### src/rtl/laser_k.sv
// laser_k: two-circle coverage engine. Loads NPTS points, then searches the 2^W x 2^W grid
// for the pair of circles (squared radius R2) whose union covers the most points.
module laser_k #(
  parameter int          W    = 4,
  parameter int          NPTS = 40,
  parameter int unsigned R2   = 16,
  parameter int          ITER = 3
) (
  input  logic                        CLK,
  input  logic                        RST_N,
  input  logic                        IN_VALID,
  input  logic [W-1:0]                X,
  input  logic [W-1:0]                Y,
  output logic                        BUSY,
  output logic                        DONE,
  output logic [W-1:0]                C1X,
  output logic [W-1:0]                C1Y,
  output logic [W-1:0]                C2X,
  output logic [W-1:0]                C2Y,
  output logic [$clog2(NPTS+1)-1:0]   COVER
);

  localparam int CW = $clog2(NPTS + 1);
  localparam int PW = (NPTS > 1) ? $clog2(NPTS) : 1;
  localparam int RW = $clog2(ITER + 1);
  localparam logic [PW-1:0] LAST_PT    = PW'(NPTS - 1);
  localparam logic [RW-1:0] LAST_ROUND = RW'(ITER - 1);
  localparam logic [W-1:0]  MAX_C      = {W{1'b1}};

  typedef enum logic [2:0] {
    S_IDLE, S_LOAD, S_SRCH1, S_SRCH2, S_REF1, S_REF2, S_FIN
  } state_t;

  state_t state, state_nx;

  logic [W-1:0]  mem_x [NPTS];
  logic [W-1:0]  mem_y [NPTS];

  logic [PW-1:0] pt_idx;
  logic [W-1:0]  cand_x, cand_y;
  logic [CW-1:0] acc;
  logic [CW-1:0] best_cnt;
  logic [W-1:0]  best_x, best_y;
  logic [W-1:0]  c1x, c1y, c2x, c2y;
  logic [CW-1:0] start_cover;
  logic [RW-1:0] round_cnt;
  logic [W-1:0]  out_c1x, out_c1y, out_c2x, out_c2y;
  logic [CW-1:0] out_cover;

  logic          accept;
  logic [W-1:0]  px, py, fix_x, fix_y;
  logic          hit;
  logic [CW-1:0] sum;
  logic          last_pt, last_cand, pass_end, upd, improved;
  logic [CW-1:0] nb_cnt;
  logic [W-1:0]  nb_x, nb_y;

  // Exact integer distance test: |d| is W bits, squares 2W bits, sum 2W+1 bits, no wrap.
  function automatic logic in_circle(input logic [W-1:0] cx, input logic [W-1:0] cy,
                                     input logic [W-1:0] qx, input logic [W-1:0] qy);
    logic [W-1:0]   dx, dy;
    logic [2*W-1:0] ex, ey, sx, sy;
    logic [2*W:0]   d2;
    dx = (cx >= qx) ? cx - qx : qx - cx;
    dy = (cy >= qy) ? cy - qy : qy - cy;
    ex = {{W{1'b0}}, dx};
    ey = {{W{1'b0}}, dy};
    sx = ex * ex;
    sy = ey * ey;
    d2 = {1'b0, sx} + {1'b0, sy};
    return 32'(d2) <= R2;
  endfunction

  assign accept = IN_VALID && (state == S_IDLE || state == S_LOAD);

  // NOTE: sequential state uses non-blocking assignments and a synchronous reset on RST_N.
  always_ff @(posedge CLK) begin
    if (!RST_N) state <= S_IDLE;
    else        state <= state_nx;
  end

  // One point per cycle against the candidate; fixed circle joins the metric after SRCH1.
  always_comb begin
    // NOTE: every combinational output gets a default first so no latch is inferred.
    px        = mem_x[pt_idx];
    py        = mem_y[pt_idx];
    fix_x     = (state == S_REF1) ? c2x : c1x;
    fix_y     = (state == S_REF1) ? c2y : c1y;
    hit       = in_circle(cand_x, cand_y, px, py) |
                ((state != S_SRCH1) & in_circle(fix_x, fix_y, px, py));
    sum       = acc + CW'(hit);
    last_pt   = (pt_idx == LAST_PT);
    last_cand = (cand_x == MAX_C) && (cand_y == MAX_C);
    pass_end  = last_pt && last_cand;
    upd       = last_pt && (sum > best_cnt);
    nb_cnt    = upd ? sum    : best_cnt;
    nb_x      = upd ? cand_x : best_x;
    nb_y      = upd ? cand_y : best_y;
    improved  = nb_cnt > start_cover;
  end

  always_comb begin
    state_nx = state;
    case (state)
      S_IDLE:  if (IN_VALID) state_nx = S_LOAD;
      S_LOAD:  if (IN_VALID && last_pt) state_nx = S_SRCH1;
      S_SRCH1: if (pass_end) state_nx = S_SRCH2;
      S_SRCH2: if (pass_end) state_nx = S_REF1;
      S_REF1:  if (pass_end) state_nx = S_REF2;
      S_REF2:  if (pass_end) state_nx = (improved && round_cnt != LAST_ROUND) ? S_REF1 : S_FIN;
      S_FIN:   state_nx = S_IDLE;
      default: state_nx = S_IDLE;
    endcase
  end

  always_comb begin
    BUSY = (state != S_IDLE);
    DONE = (state == S_FIN);
  end

  // NOTE: point memory is not reset; a job always rewrites all NPTS entries before reading.
  always_ff @(posedge CLK) begin
    if (accept) begin
      mem_x[pt_idx] <= X;
      mem_y[pt_idx] <= Y;
    end
  end

  always_ff @(posedge CLK) begin
    if (!RST_N) begin
      pt_idx      <= '0;
      cand_x      <= '0;
      cand_y      <= '0;
      acc         <= '0;
      best_cnt    <= '0;
      best_x      <= '0;
      best_y      <= '0;
      c1x         <= '0;
      c1y         <= '0;
      c2x         <= '0;
      c2y         <= '0;
      start_cover <= '0;
      round_cnt   <= '0;
      out_c1x     <= '0;
      out_c1y     <= '0;
      out_c2x     <= '0;
      out_c2y     <= '0;
      out_cover   <= '0;
    end else begin
      case (state)
        S_IDLE, S_LOAD: begin
          if (accept) begin
            if (last_pt) begin
              pt_idx    <= '0;
              cand_x    <= '0;
              cand_y    <= '0;
              acc       <= '0;
              best_cnt  <= '0;
              best_x    <= '0;
              best_y    <= '0;
              round_cnt <= '0;
            end else begin
              pt_idx <= pt_idx + 1'b1;
            end
          end
        end
        S_SRCH1, S_SRCH2, S_REF1, S_REF2: begin
          if (last_pt) begin
            pt_idx   <= '0;
            acc      <= '0;
            best_cnt <= nb_cnt;
            best_x   <= nb_x;
            best_y   <= nb_y;
            cand_x   <= cand_x + 1'b1;
            if (cand_x == MAX_C) cand_y <= cand_y + 1'b1;
          end else begin
            pt_idx <= pt_idx + 1'b1;
            acc    <= sum;
          end
          // End of pass: commit the winner and seed the next pass with its starting centre.
          if (pass_end) begin
            case (state)
              S_SRCH1: begin
                c1x    <= nb_x;
                c1y    <= nb_y;
                best_x <= '0;
                best_y <= '0;
              end
              S_SRCH2: begin
                c2x         <= nb_x;
                c2y         <= nb_y;
                best_x      <= c1x;
                best_y      <= c1y;
                start_cover <= nb_cnt;
              end
              S_REF1: begin
                c1x    <= nb_x;
                c1y    <= nb_y;
                best_x <= c2x;
                best_y <= c2y;
              end
              default: begin
                c2x         <= nb_x;
                c2y         <= nb_y;
                best_x      <= c1x;
                best_y      <= c1y;
                start_cover <= nb_cnt;
                round_cnt   <= round_cnt + 1'b1;
                if (state_nx == S_FIN) begin
                  out_c1x   <= c1x;
                  out_c1y   <= c1y;
                  out_c2x   <= nb_x;
                  out_c2y   <= nb_y;
                  out_cover <= nb_cnt;
                end
              end
            endcase
          end
        end
        default: ;
      endcase
    end
  end

  assign C1X   = out_c1x;
  assign C1Y   = out_c1y;
  assign C2X   = out_c2x;
  assign C2Y   = out_c2y;
  assign COVER = out_cover;

endmodule

### config.mk
export PLATFORM = sky130hd
export DESIGN_NAME = laser_k
export DESIGN_NICKNAME = d
export VERILOG_FILES = /design/src/rtl/laser_k.sv
export SDC_FILE = /design/constraint.sdc
export NUM_CORES = 1
export LEC_CHECK = 0
export CAP_MARGIN = 0
export CORE_MARGIN = 5
export CORE_UTILIZATION = 55
export DETAILED_ROUTE_END_ITERATION = 12
export PLACE_DENSITY = 0.78
export SYNTH_ARGS = -nofsm -noshare
export SYNTH_HDL_FRONTEND = slang
export SYNTH_SLANG_ARGS = --single-unit
### constraint.sdc
create_clock -name CLK -period 11.15 [get_ports CLK]
set_clock_uncertainty 0.2 [all_clocks]
set_input_delay 2.23 -clock CLK [delete_from_list [all_inputs] [get_ports CLK]]
set_output_delay 2.23 -clock CLK [all_outputs]
set_load 0.005 [all_outputs]
==> summary.txt, run 1 <==
Drt
  • Routed vias/inst: 6.01
  • DR pass1 iterations: 7
  • Via count: 11,600
  • Residual DRC: 0
  • Post-route ant nets: 0
  • Iter 0 DRT Violations: 885
  • Wire length per cell: 21.9 um
  • Final wirelength: 42,300 um

Worst setup path
  • Worst Path Required: 11,360 ps
  • R2r worst-path depth: 42
  • Max incr delay on CP: 560 ps
  • CP startpoint kind: flop
  • Worst EP arrival: 10,980 ps
  • Element type at the critical path end: flop
  • Critical setup path kind: reg2reg
  • Internal reg-to-reg setup slack: 380 ps
  • End of the worst register-to-register path: C1Y[3]
  • Worst-path cell with the longest stage delay: mux4_2
  • CP Max Fanout: 8

Global route
  • Number of global-route vias before repair: 11,800
  • First-pass GRT wire length: 66,000 um
  • Gr ovfl total: 0
  • Pin count of the biggest net entering global routing: 41
  • Grt met1 use: 29.3%
  • Global route hottest layer: met2
  • Initial antenna violation count: 0
  • Global Route Usage Sum: 21.9%
  • Met3 usage: 3.78%
  • Met2 GRT Util: 37.2%

Cells and area
  • Post-route cell area: 22,400 um^2
  • Area of the multi-input gates: 7260 um^2
  • Post-layout nets: 1,565
  • N_diodes: 0
  • Sequential cell area: 11,400 um^2
  • Layout Utilization: 65.2%
  • Fillers: 2,284
  • Fraction of layout cells with a size suffix above 1: 24.2%
  • Area growth from synthesis to layout: 17.6%

Clock network
  • H-Tree Depth: 2
  • TritonCTS clock tree: done
  • Clk slew on worst S/H paths: 60 ps
  • Cts hold-fix bufs: 0
  • Number of CTS-inserted buffers: 42
  • Clock latency on the worst-skew pair: 550 ps
  • Clock Root Buffer: clkbuf_16
  • TritonCTS Sinks: 409
  • Clock Tree Buf Depth: 3

Timing
  • Worst Tran Pin Value: 1160 ps
  • Max_slew headroom: 22.9%
  • Tightest hold margin: 269 ps
  • FMAX: 92.9 MHz
  • Tcrit/Tclk final: 96.6%
  • # setup viols final: 0
  • Fin. max-slew vios: 0
  • Tmin final: 10,770 ps
  • Hold Vio Cnt, Final: 0

Synthesis
  • Number of flops mapped to enable cells by yosys: 320
  • Most frequent cells after synthesis: edfxtp_1, dfxtp_1, mux4_2
  • Top FF cell, synth: edfxtp_1
  • Synth area leaders: edfxtp_1, mux4_2, dfxtp_1
  • FFs w/ async S/R, synth: 0%
  • Seq cells post-synth: 409
  • Synth warn: 0
  • Mux contribution to synthesized area: 12.9%
  • Post-synthesis xor/xnor area fraction: 0.922%
  • Sequential fraction of the synthesis area: 59.9%
  • Simple-gate share of the synthesized area: 6.52%
  • Mapped Area: 19,000 um^2
  • Post-synth cell types: 71
  • Synth Instances: 1,293
  • Most common cell in the netlist: edfxtp_1
  • Syn Nets: 1,414
  • Post-Syn Area per Cell: 14.7 um^2
  • Share of the synthesized area in the top cell type: 50.6%
  • Synth area leader: edfxtp_1
  • Largest family of logic cells by synthesized area: multiplexers
  • Compound-gate portion of the synthesized area: 8.26%
  • Area share of fa/ha/maj cells after synthesis: 8.43%

Placement
  • DPL Wire Length: 28,700 um
  • Placed inst area: 20,600 um^2
  • PortBufs: 34
  • Gpl congestion: 0.861

Min path
  • Hold path depth: 2
  • Hold_sp: best_y[0]
  • Hold path endpoint: best_y[0]
  • Hold Crit Class: reg2reg

Die
  • Die Wd: 196 um
  • Die H: 196 um
  • Initial Utilization: 55.4%
  • I/O pin cnt: 35
  • Die area: 38,400 um^2
  • FP Rows: 68
  • Core Area: 34,300 um^2

Pwr
  • PD cells: 185 nW/um^2
  • Worst vdd ir: 0.161 mV
  • Total Power: 4.13 mW
  • Static Leak: 7.81 nW

Job
  • Total of max-cap violations: 0

Status
  • Status: finished clean
==> power breakdown <==
group | internal [mW] | switching (mW)
Sequential | 1.65 | 0.00570
Clock | 0.826 | 0.574
Combinational | 0.507 | 0.564
==> worst max-delay path by stage <==
stage / startpoint / end / slack [ps] / depth (start not counted)
after floorplan: flop / C2X[1] / 140 / 42
after global placement: flop / COVER[2] / -180 / 40
after detailed placement: flop / COVER[2] / -430 / 42
after CTS: flop / C1Y[1] / 10 / 44
after global routing: flop / C2Y[1] / -40 / 45
final: flop / C1Y[3] / 380 / 42
==> worst max-delay path, delay by kind of cell (launching register included) <==
family / cells / cell delay (ps)
buffers and inverters: 11 / 1400
adder cells (fa/ha/maj): 11 / 3870
AND/OR/NAND/NOR: 7 / 1630
flip-flops: 1 / 410
AO/OA/AOI/OAI: 9 / 1610
XOR/XNOR: 1 / 140
multiplexers: 3 / 1330
==> metal layers <==
metal	up-vias	routed length [um]
li1	5281	-
met1	5759	16700
met2	480	21300
met3	91	2910
met4	0	1410
met5	-	0
==> cell usage in the layout, fill, tap and decap left out, types with 8 or more instances in the layout <==
cell type	synthesis	routed
edfxtp_1	320	320
nand3_1	22	21
inv_1	81	81
mux2_2	10	10
a21oi_1	82	69
clkdlybuf4s50_1	0	34
clkinv_2	0	10
nor2b_1	15	15
ha_1	80	75
mux4_2	88	88
clkbuf_16	0	43
fa_1	30	27
a22o_1	11	11
nand2_1	33	33
a21oi_2	0	13
mux2i_1	36	30
nor2_1	84	84
buf_12	0	10
o21ai_1	2	12
a21o_1	18	18
nand3b_1	10	10
xor2_1	9	8
nand2b_1	11	11
nor3_1	11	11
o22ai_1	13	13
clkinv_1	1	8
dfxtp_1	89	87
o21ai_0	60	48
buf_4	6	110
==> what timing repair did <==
item,in CTS,in global routing
setup buffers,2,17
endpoints found under the setup margin,22,23
cloned,0,1
gates resized for setup,2,67
pin swaps,3,22
==> area by class of cell <==
cell class	instances	area share (%)
Sequential cell	409	51.0
Timing Repair Buffer	160	6.41
Tap cell	455	2.55
Multi-Input combinational cell	749	32.5
Clock buffer	50	4.93
Clock inverter	28	1.28
Inverter	82	1.38
==> metrics by stage <==
step,setup slack [ps],setup TNS [ps],std cells
finish,384,0,1933
global route,-35.0,-313,1933
CTS,13.0,0,1915
detailed placement,-434,-6480,1835
global placement,-176,-1440,1835
floorplan,137,0,1293
==> kinds of logic (layout without fill, tap and decap cells) <==
logic type / count (synthesis) / after routing
fa+ha+maj: 110 / 110
simple gates: 239 / 239
mux: 134 / 134
compound gates: 246 / 246
flops: 409 / 409
buf+inv: 135 / 320
xor+xnor: 20 / 20
==> flip-flops by register name, summed over array words and instances, names as in the netlist, named ones only <==
register / cells
c1y: 4
C2Y: 4
c2y: 4
cand_x: 4
c2x: 4
C1X: 4
mem_x: 160
best_y: 4
state: 3
mem_y: 160
start_cover: 6
best_x: 4
best_cnt: 6
COVER: 6
C1Y: 4
cand_y: 4
C2X: 4
acc: 6
pt_idx: 6
round_cnt: 2
c1x: 4
Power figures use the tool's default switching activity.
==> run 2, diff against run 1 <==
==> constraint.sdc (replaced) <==
create_clock -name CLK -period 11.15 [get_ports CLK]
set_clock_uncertainty 0.2 [all_clocks]
set_input_delay 1.6725 -clock CLK [delete_from_list [all_inputs] [get_ports CLK]]
set_output_delay 1.6725 -clock CLK [all_outputs]
set_load 0.005 [all_outputs]
==> results of run 2 <==
Same layout as run 1: the final DEF is identical, and so are final timing and power.
==> run 3, diff against run 2 <==
--- a/config.mk
+++ b/config.mk
@@ -9,6 +9,7 @@
 export CORE_MARGIN = 5
 export CORE_UTILIZATION = 55
 export DETAILED_ROUTE_END_ITERATION = 12
+export GPL_ROUTABILITY_DRIVEN = 0
 export PLACE_DENSITY = 0.78
 export SYNTH_ARGS = -nofsm -noshare
 export SYNTH_HDL_FRONTEND = slang
==> results of run 3 <==
Same layout as run 1: the final DEF is identical, and so are final timing and power.
